==> src/rtl/demod_cfg_sequencer.sv <==
`default_nettype none
// ============================================================================
//  Module      : demod_cfg_sequencer
//  Description : Configuration sequencer for one quadrature_demod channel.
//                Validates a requested config, holds the demod in reset while
//                the config is applied, discards CIC settling samples and
//                forwards only post-settle samples downstream.
//                Optional watchdog/auto-resync: define DEMOD_WDOG_EN.
//  Revision    : 1.0 - initial release
// ============================================================================
module demod_cfg_sequencer #(
    parameter int ADC_WIDTH      = 14,
    parameter int NCO_RESOLUTION = 16,
    parameter int OUT_WIDTH      = 16,
    parameter int R_MAX          = 3000,
    parameter int RESET_CYCLES   = 16,
    parameter int SETTLE_SAMPLES = 4
) (
    input  logic                      clk,
    input  logic                      reset,
    input  logic                      apply_i,
    input  logic [NCO_RESOLUTION-1:0] phi_inc_i,
    input  logic [15:0]               decimation_i,
    input  logic [15:0]               cic_comp_i,
    input  logic [ADC_WIDTH-1:0]      offset_i,
    output logic                      demod_reset_o,
    output logic [NCO_RESOLUTION-1:0] phi_inc_o,
    output logic [15:0]               decimation_o,
    output logic [15:0]               cic_comp_o,
    output logic [ADC_WIDTH-1:0]      offset_o,
    input  logic                      demod_valid_i,
    input  logic [OUT_WIDTH-1:0]      demod_data_i,
    output logic [OUT_WIDTH-1:0]      data_o,
    output logic                      data_valid_o,
    output logic                      busy_o,
    output logic                      locked_o,
    output logic                      cfg_err_o,
    output logic                      timeout_o
);

    localparam int FW = $clog2(RESET_CYCLES + 1);
    localparam int SW = $clog2(SETTLE_SAMPLES + 1);
    localparam logic [FW-1:0] c_flush_last  = FW'(RESET_CYCLES - 1);
    localparam logic [SW-1:0] c_settle_last = SW'(SETTLE_SAMPLES - 1);

    typedef enum logic [2:0] {
        IDLE   = 3'd0,
        CHECK  = 3'd1,
        FLUSH  = 3'd2,
        SETTLE = 3'd3,
        RUN    = 3'd4
    } state_t;

    state_t                    r_state, w_next;
    state_t                    r_ret, w_ret_next;
    logic                      r_pending;
    logic [FW-1:0]             r_flush_cnt;
    logic [SW-1:0]             r_settle_cnt;
    logic [NCO_RESOLUTION-1:0] r_sh_phi;
    logic [15:0]               r_sh_dec;
    logic [15:0]               r_sh_cic;
    logic [ADC_WIDTH-1:0]      r_sh_off;
    logic                      w_bad, w_accept, w_reject, w_clr_pending, w_fwd;
    logic                      w_pend_any, w_wdog_hit;

    // Shadow decimation is illegal when zero or above the supported maximum
    assign w_bad      = (r_sh_dec == 16'd0) || (r_sh_dec > 16'(R_MAX));
    // A request arriving on the very cycle of a transition counts as pending
    assign w_pend_any = r_pending | apply_i;

    assign demod_reset_o = (r_state == IDLE) || (r_state == FLUSH);
    assign busy_o        = (r_state == CHECK) || (r_state == FLUSH) || (r_state == SETTLE);
    assign locked_o      = (r_state == RUN);

    // State and return-state register
    always_ff @(posedge clk) begin
        if (reset) begin
            r_state <= IDLE;
            r_ret   <= IDLE;
        end else begin
            r_state <= w_next;
            r_ret   <= w_ret_next;
        end
    end

    // Next-state decode and per-cycle strobes
    always_comb begin
        w_next        = r_state;
        w_ret_next    = r_ret;
        w_accept      = 1'b0;
        w_reject      = 1'b0;
        w_clr_pending = 1'b0;
        case (r_state)
            IDLE: begin
                if (apply_i) begin
                    w_next     = CHECK;
                    w_ret_next = IDLE;
                end
            end
            CHECK: begin
                if (w_bad) begin
                    w_reject = 1'b1;
                    if (w_pend_any) begin
                        // a newer request is queued: evaluate it next cycle
                        w_next        = CHECK;
                        w_clr_pending = 1'b1;
                    end else begin
                        w_next = r_ret;
                    end
                end else begin
                    w_accept = 1'b1;
                    w_next   = FLUSH;
                end
            end
            FLUSH: begin
                if (r_flush_cnt == c_flush_last) begin
                    if (w_pend_any) begin
                        // a rejected follow-up re-runs the applied config
                        w_next        = CHECK;
                        w_ret_next    = FLUSH;
                        w_clr_pending = 1'b1;
                    end else begin
                        w_next = SETTLE;
                    end
                end
            end
            SETTLE: begin
                if (demod_valid_i && (r_settle_cnt == c_settle_last)) begin
                    if (w_pend_any) begin
                        w_next        = CHECK;
                        w_ret_next    = FLUSH;
                        w_clr_pending = 1'b1;
                    end else begin
                        w_next = RUN;
                    end
                end else if (w_wdog_hit) begin
                    w_next = FLUSH;
                end
            end
            RUN: begin
                if (apply_i) begin
                    w_next     = CHECK;
                    w_ret_next = RUN;
                end else if (w_wdog_hit) begin
                    w_next = FLUSH;
                end
            end
            default: w_next = IDLE;
        endcase
    end

    // Samples are forwarded in RUN and across a rejected check that returns to RUN
    assign w_fwd = (r_state == RUN) ||
                   ((r_state == CHECK) && w_reject && (w_next == RUN));

    // Pending flag, shadow registers and sticky config error
    always_ff @(posedge clk) begin
        if (reset) begin
            r_pending <= 1'b0;
            r_sh_phi  <= '0;
            r_sh_dec  <= '0;
            r_sh_cic  <= '0;
            r_sh_off  <= '0;
            cfg_err_o <= 1'b0;
        end else begin
            if (apply_i) begin
                r_sh_phi <= phi_inc_i;
                r_sh_dec <= decimation_i;
                r_sh_cic <= cic_comp_i;
                r_sh_off <= offset_i;
            end
            if (w_clr_pending)
                r_pending <= 1'b0;
            else if (apply_i && busy_o)
                r_pending <= 1'b1;
            if (w_reject)
                cfg_err_o <= 1'b1;
            else if (w_accept)
                cfg_err_o <= 1'b0;
        end
    end

    // Applied config only changes on the edge that enters FLUSH
    always_ff @(posedge clk) begin
        if (reset) begin
            phi_inc_o    <= '0;
            decimation_o <= '0;
            cic_comp_o   <= '0;
            offset_o     <= '0;
        end else if (w_accept) begin
            phi_inc_o    <= r_sh_phi;
            decimation_o <= r_sh_dec;
            cic_comp_o   <= r_sh_cic;
            offset_o     <= r_sh_off;
        end
    end

    // Saturating FLUSH cycle counter and SETTLE pulse counter
    always_ff @(posedge clk) begin
        if (reset || (r_state != FLUSH))
            r_flush_cnt <= '0;
        else if (r_flush_cnt != c_flush_last)
            r_flush_cnt <= r_flush_cnt + 1'b1;
        if (reset || (r_state != SETTLE))
            r_settle_cnt <= '0;
        else if (demod_valid_i && (r_settle_cnt != c_settle_last))
            r_settle_cnt <= r_settle_cnt + 1'b1;
    end

    // Downstream sample register: 1-cycle latency, data held between strobes
    always_ff @(posedge clk) begin
        if (reset) begin
            data_o       <= '0;
            data_valid_o <= 1'b0;
        end else begin
            data_valid_o <= w_fwd & demod_valid_i;
            if (w_fwd && demod_valid_i)
                data_o <= demod_data_i;
        end
    end

`ifdef DEMOD_WDOG_EN
    logic [16:0] r_wdog_cnt;
    logic [16:0] w_wdog_limit;
    logic        w_wdog_active;

    assign w_wdog_active = (r_state == SETTLE) || (r_state == RUN);
    assign w_wdog_limit  = {decimation_o, 1'b0} + 17'(RESET_CYCLES);
    assign w_wdog_hit    = w_wdog_active && !demod_valid_i &&
                           ((r_wdog_cnt + 17'd1) >= w_wdog_limit);

    // Idle-cycle watchdog; sticky timeout cleared by reset or accepted apply
    always_ff @(posedge clk) begin
        if (reset || !w_wdog_active || demod_valid_i || w_wdog_hit)
            r_wdog_cnt <= '0;
        else if (r_wdog_cnt != 17'h1FFFF)
            r_wdog_cnt <= r_wdog_cnt + 17'd1;
        if (reset || w_accept)
            timeout_o <= 1'b0;
        else if (w_wdog_hit)
            timeout_o <= 1'b1;
    end
`else
    assign w_wdog_hit = 1'b0;
    assign timeout_o  = 1'b0;
`endif

endmodule
`default_nettype wire

==> config.mk <==
export PLATFORM = sky130hd
export DESIGN_NAME = demod_cfg_sequencer
export DESIGN_NICKNAME = d
export VERILOG_FILES = /design/src/rtl/demod_cfg_sequencer.sv
export SDC_FILE = /design/constraint.sdc
export NUM_CORES = 1
export LEC_CHECK = 0
export BUFFER_PORTS_ARGS = -buffer_cell sky130_fd_sc_hd__buf_2
export CAP_MARGIN = 25
export CORE_ASPECT_RATIO = 0.6
export CORE_UTILIZATION = 35
export DETAILED_ROUTE_END_ITERATION = 10
export HOLD_SLACK_MARGIN = 0.12
export PLACE_DENSITY = 0.57
export SYNTH_ARGS = -nofsm -noshare
export SYNTH_HDL_FRONTEND = slang
export SYNTH_SLANG_ARGS = --single-unit
==> constraint.sdc <==
create_clock -name clk -period 3.3 [get_ports clk]
set_input_delay 0.66 -clock clk [delete_from_list [all_inputs] [get_ports clk]]
set_output_delay 0.66 -clock clk [all_outputs]
set_load 0.02 [all_outputs]
==> results_dict.tcl, run 1 <==
set metrics [dict create \
    nNetsFinal 900 \
    max_freq_mhz 380 \
    finalWeightedCongestion 0.783 \
    die_width_um 171 \
    ctsResizeCount 0 \
    routed_wirelength_um 15200 \
    dr.pass1.iters 4 \
    synth.top_cell.area_share 0.522 \
    yosys_register_bits 156 \
    wl_met3_um 1480 \
    grt_overflow 0 \
    ctsHoldBuffers 0 \
    hpwl_um 10100 \
    drive_gt1_frac 0.256 \
    root_buffer "clkbuf_16" \
    core_sq_um 16500 \
    rows 36 \
    grt_max_degree 64 \
    fin_util 0.460 \
    crit_arrival_ns 2.99 \
    hp-class "register to register" \
    ys_warn_count 0 \
    finalSetupTns_ns 0 \
    synth_cell_types 42 \
    synth_nets 755 \
    viasPerCell 4.74 \
    synth-edff-count 0 \
    routed.top_layer "met5" \
    fin_crit_sh 0.798 \
    clockBufferDepth 2 \
    status "finished, final reports clean" \
    synth_compound_area_frac 0.123 \
    met2_wirelength_um 5610 \
    synth_simple_gate_area_frac 0.191 \
    syn-mean-instance-area_sq_um 8.95 \
    grt_usage 0.177 \
    synth_xor_xnor_area_share 0.00585 \
    required_ns 3.66 \
    crit_fanout 10 \
    io_buffers 164 \
    synth_area_leaders "dfxtp_1, mux2i_1, nand2_1" \
    synthAdderAreaFrac 0.00836 \
    hold_slack_ns 0.443 \
    clock-sinks 156 \
    wl_met1_um 7930 \
    worstSkewPairLatency_ns 0.42 \
    slew-limit-headroom 0.542 \
    antenna_found_initial 3 \
    numCtsBuffers 17 \
    cts_setup_buffers 0 \
    ios 166 \
    seq_area_frac_synth 0.522 \
    endpoint_kind "register" \
    crit_type "register to register" \
    vias 5012 \
    synthMuxAreaShare 0.109 \
    leakage_nw 3.32 \
    start_kind "register" \
    yosysTopAreaCell "dfxtp_1" \
    ant_nets 0 \
    grt_pass1_vias 4606 \
    async_reset_ff_frac 0 \
    finalPower_mw 4.41 \
    path_clk_slew_ns 0.07 \
    fin_skew_ns 0.0116 \
    drtIter0Drc 345 \
    worst_pin_slew_ns 0.685 \
    cts_tree "built" \
    fill_cells 1664 \
    grt_pass1_wl_um 24100 \
    die_h_um 103 \
    mostFrequentLayoutCells "buf_2, dfxtp_1, nand2_1" \
    fin_crit_ns 2.63 \
    routedWlPerCell_um 14.3 \
    hold_viol 0 \
    cellPowerDensity_nw_per_um2 581 \
    synthCells 669 \
    cts_max_level 4 \
    area_growth_syn_to_layout_pct 26.6 \
    route.detailed.drc 0 \
    final_common_cell "buf_2" \
    rsz0062_at_grt "no" \
    drv_slew 0 \
    floorplan.initialDensity 0.363 \
    dieArea_sq_um 17600 \
    ir_worst_vdd_uv 282 \
    synth_area_sq_um 5990 \
    finalSetupViolations 0 \
    drv_cap 0 \
    synth_top_family_by_area "simple AND/OR/NAND/NOR gates" \
    synthFlopType "dfxtp_1" \
]
cells in the mapped netlist, types with 5 or more instances:
library cell,instances
a221o_1,16
nor2b_1,6
buf_1,11
dfxtp_1,156
and2_1,5
buf_2,8
mux2i_1,65
nand2_1,134
clkbuf_1,22
nor2_1,83
nand3_1,18
nor3_1,5
a21oi_1,84
logic make-up (layout without fill, tap and decap cells):
kind of cell | after synthesis | in the layout
compound gates | 117 | 117
xor+xnor | 4 | 4
fa+ha+maj | 4 | 4
buf+inv | 51 | 209
flops | 156 | 156
mux | 65 | 65
other cells | 1 | 3
simple gates | 271 | 271
cell type report:
class                      instances  area, sq um  area share
timing repair buffer             174          920       0.121
clock inverter                    11          155      0.0205
inverter                           3         11.3     0.00149
sequential                       156         3120       0.412
clock buffer                      21          460      0.0607
multi-input combinational        462         2620       0.346
antenna                            2         5.00    0.000660
tap                              228          285      0.0376
state kept, by name, indices dropped and copies added, names as in the netlist:
register / cells
r_settle_cnt: 3
cfg_err_o: 1
r_pending: 1
data_o: 16
r_sh_phi: 16
decimation_o: 16
r_sh_dec: 16
r_flush_cnt: 5
data_valid_o: 1
cic_comp_o: 16
r_sh_off: 14
r_ret: 2
phi_inc_o: 16
r_sh_cic: 16
offset_o: 14
r_state: 3
routing by layer:
| metal | track usage | up-vias |
|---|---|---|
| met3 | 0.0776 | 13 |
| met4 | 0.0584 | 2 |
| met5 | 0 | - |
| met1 | 0.250 | 2275 |
| met2 | 0.234 | 155 |
| li1 | - | 2567 |
through the flow:
step	instance area [sq um]	worst slack, ns	instances
after floorplan	5990	0.896	669
after global placement	6950	0.625	1022
after detailed placement	6950	0.538	1022
after CTS	7560	0.522	1054
after global routing	7570	0.449	1055
final	7580	0.666	1057
worst max-delay path: stages (launching register included):
cell and delay (ns):
dfxtp_1 0.33, ha_1 0.21, and3_1 0.18, ha_1 0.29, nand3b_1 0.13, a21oi_1 0.10
a2111oi_2 0.50, and4b_1 0.45, buf_4 0.24, a221o_1 0.15
power breakdown:
| group | internal [mW] | switching, mW | leakage [nW] |
|---|---|---|---|
| sequential | 1.95 | 0.0468 | 1.27 |
| combinational | 0.143 | 0.226 | 1.75 |
| clock | 1.24 | 0.797 | 0.299 |
| total | 3.34 | 1.07 | 3.32 |
worst paths after layout:
kind                               startpoint  cells past startpoint  slack, ns                         end
setup / recovery  r_flush_cnt[0]$_SDFFE_PP0N_                      9       0.67      data_o[4]$_SDFFE_PP0P_
hold reg to reg      r_sh_cic[7]$_SDFFE_PP0P_                      2       0.44  cic_comp_o[7]$_SDFFE_PP0P_
hold / removal       r_sh_cic[7]$_SDFFE_PP0P_                      2       0.44  cic_comp_o[7]$_SDFFE_PP0P_
setup reg to reg  r_flush_cnt[0]$_SDFFE_PP0N_                      9       0.67      data_o[4]$_SDFFE_PP0P_
Power figures use the tool's default switching activity.
==> run 2: changes to the inputs <==
- PLACE_DENSITY: 0.57 -> 0.59
- clock period: 3.3 -> 2.4 ns (I/O delays scaled with it)
==> run 2 against run 1 <==
Critical path depth is the same. Clock-buffer cell count shrank 1. Fmax grew 18%. Worst setup slack lost 0.50 ns. Die area is the same. Register-to-register slack lost 0.50 ns. Largest power group is now registers. Highest routed layer unchanged.
==> results_dict.tcl, run 2 (synthesis gave the netlist of run 1 again) <==
set metrics [dict create \
    core_sq_um 16500 \
    vias 5079 \
    ir_worst_vdd_uv 388 \
    leakage_nw 3.34 \
    final_common_cell "buf_2" \
    ant_nets 0 \
    finalWeightedCongestion 0.742 \
    p_int_mw 4.38 \
    die_width_um 171 \
    finalPower_mw 5.91 \
    dp.cells 1030 \
    floorplan.initialDensity 0.363 \
    route.detailed.drc 0 \
    dieArea_sq_um 17600 \
    status "finished, final reports clean" \
    fin_crit_sh 0.931 \
    fin_util 0.464 \
    fin_crit_ns 2.24 \
    stdcell_area_sq_um 7650 \
    worst_pin_slew_ns 0.744 \
    crit_fanout 8 \
    hpwl_um 9900 \
    crit_type "register to register" \
    dr.pass1.iters 4 \
    p_sw_frac 0.259 \
    endpoint_kind "register" \
    required_ns 2.76 \
    drtIter0Drc 312 \
    drv_cap 0 \
    grt_pass1_vias 4589 \
    cts_max_level 4 \
    area_growth_syn_to_layout_pct 27.9 \
    drv_slew 0 \
    placed_area_sq_um 7020 \
    grt_pass1_wl_um 23900 \
    cellPowerDensity_nw_per_um2 772 \
    start_kind "register" \
    mostFrequentLayoutCells "buf_2, dfxtp_1, nand2_1" \
    fin_cells 1065 \
    grt_max_degree 140 \
    max_freq_mhz 447 \
    nNetsFinal 909 \
    rows 36 \
    path_clk_slew_ns 0.07 \
    die_h_um 103 \
    combPwrFrac 0.091 \
    finalSetupViolations 0 \
    ctsHoldBuffers 0 \
    cts_tree "built" \
    io_buffers 164 \
    clock-sinks 156 \
    grt_usage 0.175 \
    viasPerCell 4.77 \
    pwr-share-clk 0.446 \
    fin_skew_ns 0.0105 \
    finalSetupTns_ns 0 \
    antenna_found_initial 2 \
    numCtsBuffers 17 \
    root_buffer "clkbuf_16" \
    grt_overflow 0 \
    clockBufferDepth 2 \
    routed_wirelength_um 15300 \
    routedWlPerCell_um 14.3 \
    drive_gt1_frac 0.266 \
    worstSkewPairLatency_ns 0.42 \
    hold_viol 0 \
    seq_power_share 0.464 \
    hp-class "input pin to register" \
    crit_arrival_ns 2.60 \
    ios 166 \
    slew-limit-headroom 0.504 \
    p_sw_mw 1.53 \
]
[run 2: power groups by stage]
stage	clock [mW]	sequential, mW	combinational, mW
floorplan	0	2.81	0.317
global placement	0	2.80	0.529
detailed placement	0	2.80	0.528
CTS	2.71	2.74	0.533
global route	2.82	2.75	0.592
finish	2.64	2.74	0.537
[run 2: final cells by class]
type                       count  area [sq um]
fill                        1627          8830
sequential                   156          3120
multi-input combinational    463          2660
timing repair buffer         182           998
clock buffer                  20           447
tap                          228           285
clock inverter                12           130
inverter                       3          11.3
antenna                        1          2.50
[run 2: final timing paths]
kind                                                   from                         end  slack, ns  cells past startpoint
worst min register to register   cic_comp_o[6]$_SDFFE_PP0P_  cic_comp_o[6]$_SDFFE_PP0P_       0.45                      2
worst max-delay path            r_flush_cnt[0]$_SDFFE_PP0N_      data_o[6]$_SDFFE_PP0P_       0.16                      9
worst max register to register  r_flush_cnt[0]$_SDFFE_PP0N_      data_o[6]$_SDFFE_PP0P_       0.16                      9
worst min-delay path                          phi_inc_i[11]   r_sh_phi[11]$_SDFFE_PP0P_       0.29                      3
[run 2: layer usage]
layer  up-vias  track usage  routed length [um]
met1      2324        0.243                7820
met5         -            0                  10
li1       2582            -                   -
met4         2       0.0495                 139
met2       156        0.242                5900
met3        15       0.0776                1380
[run 2: critical path, cell delays in order, from the launching register on]
cell       delay, ns
dfxtp_1         0.33
ha_1            0.21
and3_1          0.18
ha_1            0.19
nand3b_1        0.08
a21oi_1         0.11
a2111oi_4       0.38
buf_4           0.20
and4b_4         0.32
a221o_1         0.17
[run 2: per-stage QoR]
step | hold WS [ns] | setup slack, ns
after floorplan | 0.431 | 0.0454
after global placement | 0.440 | -0.172
after detailed placement | 0.438 | -0.204
after CTS | 0.275 | 0.0810
after global routing | 0.267 | -0.00235
final | 0.292 | 0.165
[run 2: timing repair]
| action | CTS | global route |
|---|---|---|
| buffers inserted | 0 | 1 |
| gates cloned | 0 | 1 |
| pin swaps | 0 | 2 |
| endpoints found under the setup margin | 16 | 16 |
| resized for setup | 4 | 1 |
